**src/rtl/alu_seq_ctrl.sv**
```systemverilog
`default_nettype none
// ============================================================================
// Module   : alu_seq_ctrl
// Purpose  : Sequences one ALU operation per valid/ready request. The operation
//            runs on the accumulator and the request operand. The registered
//            result is presented on the shared tri-state bus until the
//            consumer takes it.
// Options  : ALU_SEQ_DIVZERO_EN - when defined, a divide by zero is trapped
//            and raises err.
// Revision : 1.0 - initial release
// ============================================================================
module alu_seq_ctrl (
   input  logic       clk,
   input  logic       rst_n,
   input  logic       req_valid,
   output logic       req_ready,
   input  logic [3:0] req_op,
   input  logic [3:0] req_b,
   input  logic       req_load,
   output logic [3:0] alu_a,
   output logic [3:0] alu_b,
   output logic [3:0] alu_sel,
   input  logic [7:0] alu_out,
   input  logic       alu_cout,
   output logic [3:0] acc,
   output logic [7:0] res,
   output logic       res_valid,
   input  logic       res_ready,
   output logic       bus_en,
   output logic       carry,
   output logic       err
);

   localparam logic [3:0] c_OP_ADD = 4'b0000;
   localparam logic [3:0] c_OP_DIV = 4'b0011;

   typedef enum logic [1:0] {
      ST_IDLE = 2'd0,
      ST_EXEC = 2'd1,
      ST_OUT  = 2'd2
   } state_t;

   state_t     r_state;
   state_t     w_state_nxt;
   logic [3:0] r_acc;
   logic [3:0] r_op;
   logic [3:0] r_b;
   logic [7:0] r_res;
   logic       r_carry;
   logic       w_accept_op;
   logic       w_accept_load;
   logic       w_div_zero;

   always_ff @(posedge clk or negedge rst_n) begin
      if (!rst_n) begin
         r_state <= ST_IDLE;
      end else begin
         r_state <= w_state_nxt;
      end
   end

   always_comb begin
      w_state_nxt   = r_state;
      w_accept_op   = 1'b0;
      w_accept_load = 1'b0;
      case (r_state)
         ST_IDLE: begin
            if (req_valid) begin
               if (req_load) begin
                  w_accept_load = 1'b1;
               end else begin
                  w_accept_op = 1'b1;
                  w_state_nxt = ST_EXEC;
               end
            end
         end
         ST_EXEC: w_state_nxt = ST_OUT;
         ST_OUT: begin
            if (res_ready) begin
               w_state_nxt = ST_IDLE;
            end
         end
         default: w_state_nxt = ST_IDLE;
      endcase
   end

`ifdef ALU_SEQ_DIVZERO_EN
   logic r_err;

   assign w_div_zero = (r_op == c_OP_DIV) && (r_b == 4'd0);

   // Registered so the pulse lines up with the first OUT cycle.
   always_ff @(posedge clk or negedge rst_n) begin
      if (!rst_n) begin
         r_err <= 1'b0;
      end else begin
         r_err <= (r_state == ST_EXEC) && w_div_zero;
      end
   end

   assign err = r_err;
`else
   assign w_div_zero = 1'b0;
   assign err        = 1'b0;
`endif

   always_ff @(posedge clk or negedge rst_n) begin
      if (!rst_n) begin
         r_acc   <= 4'd0;
         r_op    <= 4'd0;
         r_b     <= 4'd0;
         r_res   <= 8'h00;
         r_carry <= 1'b0;
      end else begin
         if (w_accept_load) begin
            r_acc <= req_b;
         end
         if (w_accept_op) begin
            r_op <= req_op;
            r_b  <= req_b;
         end
         if (r_state == ST_EXEC) begin
            if (w_div_zero) begin
               r_res   <= 8'h00;
               r_carry <= 1'b0;
            end else begin
               // Only the low nibble fits back into the accumulator.
               r_res   <= alu_out;
               r_acc   <= alu_out[3:0];
               r_carry <= (r_op == c_OP_ADD) ? alu_cout : 1'b0;
            end
         end
      end
   end

   assign req_ready = (r_state == ST_IDLE);
   assign res_valid = (r_state == ST_OUT);
   assign bus_en    = (r_state == ST_OUT);
   assign alu_a     = r_acc;
   assign alu_b     = r_b;
   assign alu_sel   = r_op;
   assign acc       = r_acc;
   assign res       = r_res;
   assign carry     = r_carry;

endmodule
`default_nettype wire

```
**config.mk**
```make
export PLATFORM = sky130hd
export DESIGN_NAME = alu_seq_ctrl
export DESIGN_NICKNAME = d
export VERILOG_FILES = /design/src/rtl/alu_seq_ctrl.sv
export SDC_FILE = /design/constraint.sdc
export NUM_CORES = 1
export LEC_CHECK = 0
export ABC_AREA = 1
export CAP_MARGIN = 20
export CORE_ASPECT_RATIO = 0.9
export CORE_MARGIN = 2
export CORE_UTILIZATION = 39
export DETAILED_ROUTE_END_ITERATION = 6
export GPL_TIMING_DRIVEN = 0
export PLACE_DENSITY = 0.78
export SYNTH_ARGS = -nofsm -noshare
export SYNTH_HDL_FRONTEND = slang
export SYNTH_SLANG_ARGS = --single-unit
```
**constraint.sdc**
```tcl
create_clock -name clk -period 1.43 [get_ports clk]
set_clock_uncertainty 0.2 [all_clocks]
set_input_delay 0.143 -clock clk [delete_from_list [all_inputs] [get_ports clk]]
set_output_delay 0.143 -clock clk [all_outputs]
set_load 0.1 [all_outputs]
```
==> metrics.cfg, run 1 <==
[synth]
synth_edf_count=0
seq_area_frac_synth=0.565
yosysTopAreaCell=dfrtp_1
yosysMostFrequentCell=nand2_1
syn_avg_cell_area_um2=8.56
synth_common_cells=nand2_1, dfrtp_1, nand3_1
async_flop_share=1.00
ys.flop_type=dfrtp_1
synth_cell_types=15
synth_area_leaders=dfrtp_1, nand2_1, buf_4
synth_nets=141
synth_cells=119
syn-cell-area_um2=1020
netlist.area_leader.share=0.565
ys_seq_elements=23
yosys_warnings=0

[global_route]
grt_pass1_wl_um=4010
grt_overflow_total=0
antenna_found_initial=0
grt_pass1_vias=888
top_usage_layer=met2
grt.total_usage=0.178
gr-usage-met2=0.316
grtUsageMet3=0.0222
grt_max_degree=24
grtUsageMet1=0.215

[power_and_ir_drop]
combinationalPowerShare=0.667
sequentialPowerShare=0.253
power.internal_uw=1530
power.share.clock=0.080
totalPowerFinal_uw=3770
power.density_nw_per_um2=2260
vdd.ir_drop.worst_mv=1.46
switching_share=0.595
leakage_uw=0.000878
power.switching_uw=2240

[timing]
setup-violations-final=3
fmax_mhz=632
period_share=1.11
rsz0062_at_grt=yes
min_period_ns=1.58
holdWs_ns=0.148
setup_tns_ns=-0.407
setup_ws_ns=-0.151
finalMaxSlewViolations=0
hold_viol_final=0

[cells_and_area]
area_growth_pct=63.6
antenna-diode-count=0
drive_gt1_frac=0.348
fin_nets=201
fin_cells=206

[route]
vias=994
drt-pass1-iter-count=4
drc_errors=0
avgRoutedWirePerCell_um=13.0
viasPerCell=4.83
antenna_left=0
drt_iter0_markers=16
wl_um=2690

[worst_setup_path]
worst-setup-path-type=reg2out
required_ns=1.09
end_kind=primary output
startpoint_type=flop
cp_max_fo=3
arrival_ns=1.24

[floorplan]
core_um2=2470
start_util=0.413
io_pins=51
die_w_um=57.9
row_count=17
die_area_um2=3040
chipHeight_um=52.5

[clocking]
clkLatencyLatePin_ns=0.31
cts.sinks=23
clock_path_buffers=2
cts_inserted_buffers=3
cts_root_buf=clkbuf_4
clkSlewWorstSetupHoldPaths_ns=0.12
h-tree-depth=1
cts_tree=done

[placement]
place.gp.congestion=0.862
dp_slack_ns=-0.821
portBuffers=49
hpwl_um=1990
dp_cells=196

[outcome]
violations=negative setup slack
status=finished, violations left

[worst_hold_path]
min_path_type=in2reg

[flow_run]
drv_cap=0

-- cell type report --
class,instances,area [um^2]
repair buffers,54,539
multi-input cells,83,373
repair inverters,1,5.00
clock buffers,4,26.3
plain buffers,8,75.1
flip-flops and latches,23,587
inverters,5,26.3
well taps,28,35.0
fillers,208,801
-- layer usage --
metal,share of wire,wire length [um],vias up
li1,-,-,479
met3,0.054,146,9
met2,0.53,1430,38
met5,0,0,-
met1,0.40,1060,468
met4,0.019,52,0
-- kinds of logic (layout without fill, tap and decap cells) --
group                  count (synthesis)  after routing  synth area share
other                                  1              1           0.00368
flip-flops                            23             23             0.565
buffers and inverters                 13             72            0.0848
AND/OR/NAND/NOR                       81             81             0.342
AO/OA/AOI/OAI                          1              1           0.00491
-- per-stage QoR --
step / utilization / instance area [um^2]
2_1_floorplan: - / 1050
3_3_place_gp: 0.637 / 1570
3_5_place_dp: 0.637 / 1570
4_1_cts: 0.647 / 1600
5_1_grt: 0.675 / 1670
6_report: 0.675 / 1670
-- placed cells by master, fill, tap and decap left out, types with 2 or more instances in the layout --
master / synthesis / routed
buf_8: 0 / 5
dfrtp_1: 23 / 14
nor2_4: 1 / 2
buf_6: 2 / 5
buf_12: 0 / 3
dfrtp_2: 0 / 9
clkdlybuf4s50_1: 0 / 21
inv_1: 2 / 2
nand3_1: 8 / 8
nand2_1: 63 / 63
buf_4: 6 / 27
clkbuf_4: 0 / 3
nor2_1: 4 / 3
-- path summary, 6_finish.rpt --
| path | slack [ns] | end | start | cells after the start |
|---|---|---|---|---|
| hold reg to reg | 0.30 | carry | carry | 2 |
| min in group asynchronous | 0.46 | res[3] | rst_n | 2 |
| max in group asynchronous | 0.11 | alu_sel[0] | rst_n | 3 |
| hold / removal | 0.15 | alu_sel[2] | req_op[2] | 3 |
| setup reg to reg | 0.03 | alu_b[2] | r_state[1] | 7 |
| setup / recovery | -0.15 | res_valid | r_state[0] | 4 |
-- sequential cells by signal, indices dropped and copies added, names as in the netlist --
signal and cells:
carry 1, alu_sel 4, r_state 2, acc 4, alu_b 4, res 8
-- critical path: stages, from the launching register on --
cell and delay (ns):
dfrtp_1 0.39, buf_6 0.13, nor2_4 0.14, buf_8 0.11
buf_12 0.16
-- what timing repair did --
| item | in CTS | in global routing |
|---|---|---|
| setup endpoints to repair | 28 | 16 |
| pin swaps | 2 | 1 |
| hold buffers | 0 | 1 |
| gates cloned | 0 | 1 |
| resized for setup | 180 | 10 |
| setup buffers | 3 | 0 |
| endpoints found under the hold margin | 0 | 8 |
-- power by group through the flow --
| stage | clock [uW] | combinational, uW | sequential, uW |
|---|---|---|---|
| floorplan | 0 | 645 | 2180 |
| global placement | 0 | 2430 | 954 |
| detailed placement | 0 | 2450 | 960 |
| CTS | 310 | 2460 | 954 |
| global route | 339 | 2590 | 977 |
| finish | 302 | 2510 | 955 |
Note: power is estimated with default switching activity, not from simulation.
==> run 2, diff against run 1 <==
CTS_CLUSTER_SIZE = 40   (was default)
GPL_ROUTABILITY_DRIVEN = 1   (was default)
==> results of run 2 <==
Same layout as run 1: the final DEF is identical, and so are final timing and power.
